### src/rtl/conv_pkg.sv
// Shared definitions for the convolution datapath: fp16 pixel format,
// window array type and small sizing helpers used by the window generator
// and the convolution wrappers.
package conv_pkg;

    localparam int FP16_EXP_WIDTH  = 5;
    localparam int FP16_FRAC_WIDTH = 10;
    localparam int FP_WIDTH_REG    = 1 + FP16_EXP_WIDTH + FP16_FRAC_WIDTH;

    // Largest window the generator supports in either direction
    localparam int WINDOW_MAX = 8;

    typedef logic [FP_WIDTH_REG-1:0] fp16_t;
    typedef fp16_t fp16_window_t [WINDOW_MAX][WINDOW_MAX];

    // Address width for a storage of the given depth, never narrower than 1 bit
    function automatic int addr_width(input int depth);
        return (depth > 1) ? $clog2(depth) : 1;
    endfunction

endpackage

### src/rtl/line_buffer.sv
// One image line of pixel storage: register file with combinational read
// and synchronous write. Contents are deliberately not reset; the window
// generator's validity rules keep stale entries from ever reaching an output.
module line_buffer #(
    parameter int IMAGE_WIDTH  = 640,
    parameter int FP_WIDTH_REG = conv_pkg::FP_WIDTH_REG,
    localparam int AW          = conv_pkg::addr_width(IMAGE_WIDTH)
) (
    input  logic                    clk,
    input  logic                    wr_en,
    input  logic [AW-1:0]           addr,
    input  logic [FP_WIDTH_REG-1:0] wr_data,
    output logic [FP_WIDTH_REG-1:0] rd_data
);

    logic [FP_WIDTH_REG-1:0] mem [IMAGE_WIDTH];

    assign rd_data = mem[addr];

    // Store the incoming column value; the read above still sees the old one
    always_ff @(posedge clk) begin
        if (wr_en) begin
            mem[addr] <= wr_data;
        end
    end

endmodule

### src/rtl/window_generator_fp16.sv
// Sliding window generator for raster-order fp16 pixels. Keeps
// WINDOW_HEIGHT-1 line buffers and a WINDOW_HEIGHT x WINDOW_WIDTH register
// window; each accepted pixel shifts the window left by one column.
// Optional build macro WINDOW_GENERATOR_ZERO_PAD_EN: emit a window for every
// accepted pixel, forcing out-of-image elements to +0.0.
module window_generator_fp16
    import conv_pkg::*;
#(
    parameter int EXP_WIDTH     = 5,
    parameter int FRAC_WIDTH    = 10,
    parameter int WINDOW_WIDTH  = 2,
    parameter int WINDOW_HEIGHT = 1,
    parameter int IMAGE_WIDTH   = 640,
    localparam int PIX_W        = 1 + EXP_WIDTH + FRAC_WIDTH
) (
    input  logic             clk_i,
    input  logic             rst_i,
    input  logic [PIX_W-1:0] pixel_i,
    input  logic [15:0]      col_i,
    input  logic [15:0]      row_i,
    input  logic             valid_i,
    output logic [PIX_W-1:0] window_o [WINDOW_HEIGHT][WINDOW_WIDTH],
    output logic [15:0]      col_o,
    output logic [15:0]      row_o,
    output logic             valid_o
);

    localparam int AW = addr_width(IMAGE_WIDTH);

    logic             accept;
    logic             window_full;
    logic [AW-1:0]    lb_addr;
    logic [PIX_W-1:0] lb_rd [WINDOW_HEIGHT];
    logic [PIX_W-1:0] win   [WINDOW_HEIGHT][WINDOW_WIDTH];

    // Columns past the line end are ignored entirely, as are bubbles
    assign accept  = valid_i && ({16'b0, col_i} < 32'(IMAGE_WIDTH));
    assign lb_addr = col_i[AW-1:0];

    // Slot 0 is the live pixel so that slot k is always the pixel k rows up
    assign lb_rd[0] = pixel_i;

    genvar k;
    generate
        for (k = 1; k < WINDOW_HEIGHT; k++) begin : g_lb
            line_buffer #(
                .IMAGE_WIDTH  (IMAGE_WIDTH),
                .FP_WIDTH_REG (PIX_W)
            ) u_line_buffer (
                .clk     (clk_i),
                .wr_en   (accept),
                .addr    (lb_addr),
                .wr_data (lb_rd[k-1]),
                .rd_data (lb_rd[k])
            );
        end
    endgenerate

`ifdef WINDOW_GENERATOR_ZERO_PAD_EN
    assign window_full = 1'b1;
`else
    assign window_full = (int'({16'b0, col_i}) >= WINDOW_WIDTH - 1) &&
                         (int'({16'b0, row_i}) >= WINDOW_HEIGHT - 1);
`endif

    // Shift every window row left and pull the new right column from the line buffers
    always_ff @(posedge clk_i or posedge rst_i) begin
        if (rst_i) begin
            for (int r = 0; r < WINDOW_HEIGHT; r++) begin
                for (int c = 0; c < WINDOW_WIDTH; c++) begin
                    win[r][c] <= '0;
                end
            end
        end else if (accept) begin
            for (int r = 0; r < WINDOW_HEIGHT; r++) begin
                for (int c = 0; c < WINDOW_WIDTH - 1; c++) begin
                    win[r][c] <= win[r][c+1];
                end
                win[r][WINDOW_WIDTH-1] <= lb_rd[WINDOW_HEIGHT-1-r];
            end
        end
    end

    // Coordinates of the newest window pixel and its validity, one cycle behind the input
    always_ff @(posedge clk_i or posedge rst_i) begin
        if (rst_i) begin
            valid_o <= 1'b0;
            col_o   <= '0;
            row_o   <= '0;
        end else begin
            valid_o <= accept && window_full;
            if (accept) begin
                col_o <= col_i;
                row_o <= row_i;
            end
        end
    end

`ifdef WINDOW_GENERATOR_ZERO_PAD_EN
    // Replace elements whose source lies left of or above the image with +0.0
    always_comb begin
        for (int r = 0; r < WINDOW_HEIGHT; r++) begin
            for (int c = 0; c < WINDOW_WIDTH; c++) begin
                window_o[r][c] = win[r][c];
                if ((int'({16'b0, col_o}) < WINDOW_WIDTH - 1 - c) ||
                    (int'({16'b0, row_o}) < WINDOW_HEIGHT - 1 - r)) begin
                    window_o[r][c] = '0;
                end
            end
        end
    end
`else
    assign window_o = win;
`endif

endmodule

### config.mk
export PLATFORM = sky130hd
export DESIGN_NAME = window_generator_fp16
export DESIGN_NICKNAME = d
export VERILOG_FILES = /design/src/rtl/conv_pkg.sv /design/src/rtl/line_buffer.sv /design/src/rtl/window_generator_fp16.sv
export SDC_FILE = /design/constraint.sdc
export NUM_CORES = 1
export LEC_CHECK = 0
export CAP_MARGIN = 10
export CORE_MARGIN = 3
export CORE_UTILIZATION = 37
export CTS_CLUSTER_DIAMETER = 50
export DETAILED_ROUTE_END_ITERATION = 7
export PLACE_DENSITY_LB_ADDON = 0.1
export SLEW_MARGIN = 20
export SYNTH_ARGS = -nofsm -noshare
export SYNTH_HDL_FRONTEND = slang
export SYNTH_SLANG_ARGS = --single-unit
### constraint.sdc
create_clock -name clk_i -period 2 [get_ports clk_i]
set_input_delay 0.4 -clock clk_i [delete_from_list [all_inputs] [get_ports clk_i]]
set_output_delay 0.4 -clock clk_i [all_outputs]
set_load 0.03 [all_outputs]
Yosys cells after proc, flatten, opt, wreduce, memory -nomap -nowiden
Cells that the tools add are included.
{"block": "word_totals", "regBits": 65, "latchBits": 0, "ramBits": 0, "rom_bits": 0, "wordCells": 9, "memories": 0}
{"block": "op_classes", "n_addsub": 0, "mul": 0, "n_div": 0, "order_cmp": 2, "eq_ne": 0, "shift": 0, "n_mux": 0, "bitwise_logic": 0, "reduce_logical": 2}
{"operator": "16-bit by 1-bit greater-or-equal comparator with 1-bit output, second input constant", "n": 1}
{"operator": "16-bit by 10-bit < comparator with 1-bit output, second input constant", "n": 1}
{"operator": "1-bit logical AND", "n": 2}

Longest topological paths before layout
{"block": "depth", "word_depth": 3, "mapped_depth": 5, "depth_no_buf": 3}

Least setup slack after synthesis
No wires, ideal clock.
{"block": "synth_timing", "path_kind": "input to register", "from": "input col_i[10]", "to": "register col_o[0]", "setup_time_ps": 125, "arrival_ps": 1370, "slack_ps": 505, "stages": 5, "path_cell_list": "nor4b_2 > nand3_1 > buf_4 > buf_6 > mux2_4"}
{"block": "synth_between", "elab_chain_len": 2}
{"element": "start, declared", "line_no": "window_generator_fp16.sv:19", "source": "input logic [15:0] col_i,"}
{"element": "16-bit by 10-bit < comparator with 1-bit output", "line_no": "window_generator_fp16.sv:37", "source": "assign accept = valid_i && ({16'b0, col_i} < 32'(IMAGE_WIDTH));"}
{"element": "1-bit logical AND", "line_no": "window_generator_fp16.sv:37"}
{"element": "end signal, assigned", "line_no": "window_generator_fp16.sv:93", "source": "col_o <= col_i;"}
{"element": "end, declared", "line_no": "window_generator_fp16.sv:23", "source": "output logic [15:0] col_o,"}
Every way passes these cells.
A chain may end at the register's enable or synchronous reset.

Worst setup path in the final report
{"block": "layout_timing", "from": "register win (netlist bit window_o[0])", "to": "output window_o[0] in the netlist's numbering"}
{"element": "start, declared", "line_no": "window_generator_fp16.sv:34", "source": "logic [PIX_W-1:0] win [WINDOW_HEIGHT][WINDOW_WIDTH];"}
{"element": "start signal, assigned by index", "line_no": "window_generator_fp16.sv:77", "source": "win[r][c] <= win[r][c+1];"}
{"element": "start signal, assigned by index", "line_no": "window_generator_fp16.sv:79", "source": "win[r][WINDOW_WIDTH-1] <= lb_rd[WINDOW_HEIGHT-1-r];"}
{"element": "end, declared", "line_no": "window_generator_fp16.sv:22", "source": "output logic [PIX_W-1:0] window_o [WINDOW_HEIGHT][WINDOW_WIDTH],"}
No word-level cell between the ends.

==> results.cfg <==
[run_status]
status = finished, final reports clean

[worst_setup_path]
setup.worst_path.start_class = register
cp-end-kind = output pin
cp.required_ps = 1600
startpoint = window_o[0]
cp_top_family = buffers and inverters
worst-path-buf-inv = 1
arrival_ps = 1420
r2r_start = window_o[1]
path_max_fanout = 3
slowest_delay_ps = 700
critPathKind = register to output pin
path_cells = clkdlybuf4s50_1
cpMaxStageDelayCell = clkdlybuf4s50_1

[drt]
drc = 0
drt-total-wl_um = 5680
first_iter_violations = 31
wl_per_cell_um = 15.3
num_vias = 1644
drtAntennaViolNets = 0
drt_first_pass_iters = 4
viasPerCell = 4.43

[final_layout]
stdcell_count = 371
design_area_mm2 = 0.00416
nFillCells = 526
drive_gt1_share_pct = 30.9
syn_to_final_growth_pct = 59.6
finalNetCount = 324
antenna_cells = 0

[timing]
rsz0062_at_grt = no
drv_slew = 0
clock.fmax_ghz = 0.549
hold_viol = 0
relSlewSlack_pct = 76.4
clock_skew_ps = 5.61
fin_crit_ps = 1820
setup_viol = 0
tightest_slew_ps = 353
min_period_over_period_pct = 91.0

[pwr]
p_leak_uw = 0.00201
clockPowerShare_pct = 36.2
p_comb_share_pct = 19.9
swShare_pct = 26.1
peakVddDrop_v = 0.000535
internal_power_uw = 2470
p_seq_share_pct = 43.9
power_density_mw_per_mm2 = 804
fin_total_pwr_uw = 3340
switching_power_uw = 871

[floorplan]
die_h_um = 89.9
die_area_mm2 = 0.00808
core.rowCount = 29
start_util_pct = 39.6
die_x_um = 89.9
core_mm2 = 0.00657
ios = 116

[hold_path]
hold_class = input port to asynchronous set/reset pin

[yosys]
yosysMostFrequentCell = dfrtp_1
avgSynthCellArea_um2 = 18.0
synth_area_leaders = dfrtp_1 (62%), mux2_4 (25%), mux2_2 (6.5%)
synth_edf_count = 0
synthCells = 145
yosysSeqAreaShare_pct = 62.5
yosysUniqueCellTypes = 15
synth_top_flop_cell = dfrtp_1
synth_common_cells = dfrtp_1 (65), mux2_4 (43), mux2_2 (15), and2_1 (6), buf_6 (5)
synth_top_cell_area_share_pct = 62.5
synth_top_cell_by_area = dfrtp_1
syn-num-nets = 196
ys_ff_latch = 65
syn_area_mm2 = 0.00260
async_reset_ff_share_pct = 100
yosysWarnings = 0

[global_route]
grt_pass1_wl_um = 9470
grt_max_degree = 66
antenna_found_initial = 0
overflow = 0
grt_use_total_pct = 15.1
grt_pass1_vias = 1816

[cts]
root_buffer = clkbuf_8
cts_tree = done
clock_sinks = 65
clock_latency_ps = 340
cts_hold_buffers = 0
post_cts_buffers = 0
htree_levels = 3
cts_buffers = 9
clkTransAtPathRegs_ps = 70
cts_resized = 0
cts_max_path_buffers = 2

[placed_design]
place_inst = 355
port_buffers = 115
hpwl_um = 4030
routabilityCongestion = 0.755
dpl_cell_area_mm2 = 0.00394

[job]
cap_viol_max_count = 0
-- power by group through the flow --
stage               Combinational [uW]  Clock, uW  Sequential, uW
floorplan                          151          0            1670
global placement                   667          0            1490
detailed placement                 672          0            1490
CTS                                673       1260            1470
global route                       697       1310            1480
finish                             664       1210            1470
-- routing by layer --
layer / part of all wire (%) / up-vias / wire length (um) / track usage, %
met4: 1.9 / 0 / 108 / 7.53
met2: 48 / 75 / 2740 / 22.6
met3: 8.3 / 8 / 470 / 6.84
li1: - / 766 / - / -
met1: 42 / 795 / 2360 / 18.7
met5: 0 / - / 0 / 0
-- registers in the layout, indices dropped and copies added, names as in the netlist --
signal,flops
col_o,16
window_o,32
row_o,16
valid_o,1
-- placed cells by master (no fill, tap or decap) --
cell type / instances
nor4_1: 2
mux2_2: 15
clkinv_2: 2
mux2_4: 43
nor3_1: 1
nand3_4: 1
nor4b_2: 1
buf_4: 5
bufinv_16: 2
dfrtp_1: 65
clkbuf_8: 9
o21ai_0: 1
and2_1: 6
clkinvlp_4: 2
nor2_1: 1
buf_12: 4
a31oi_1: 1
clkdlybuf4s50_1: 115
clkinv_4: 2
-- worst paths after layout --
check / to / slack [ps] / cells past startpoint
max: window_o[0] / 180 / 1
min: row_o[6] / 490 / 3
max reg2reg: window_o[17] / 1210 / 1
min reg2reg: col_o[10] / 490 / 1
max in group asynchronous: window_o[20] / 1230 / 3
min in group clk_i: col_o[10] / 490 / 1
-- layout make-up --
class                   instances  area (um2)  area share [%]
inverters                       1        7.51           0.181
clock inverters                 7        95.1            2.29
multi-input cells              72         917            22.1
repair buffers                124        1270            30.5
clock buffers                   9         124            2.98
flip-flops and latches         65        1630            39.1
well taps                      93         116            2.80
-- kinds of logic (layout without fill, tap and decap cells) --
logic type | count (synthesis) | count (layout) | synth area share, %
and+or+nand+nor | 12 | 12 | 3.03
AOI/OAI and AO/OA | 2 | 2 | 0.432
muxes | 58 | 58 | 31.3
buffers and inverters | 8 | 141 | 2.79
DFF | 65 | 65 | 62.5
-- metrics by stage --
| step | hold slack (ps) | setup WS (ps) | util, % | TNS, ps |
|---|---|---|---|---|
| global placement | 469 | -2.03 | 59.9 | -14.2 |
| CTS | 495 | 151 | 63.3 | 0 |
| finish | 487 | 180 | 63.3 | 0 |
| detailed placement | 474 | -40.9 | 59.9 | -1020 |
| global route | 511 | 122 | 63.3 | 0 |
| floorplan | 538 | 505 | - | 0 |
No activity file was read; power rests on OpenSTA's default activity.
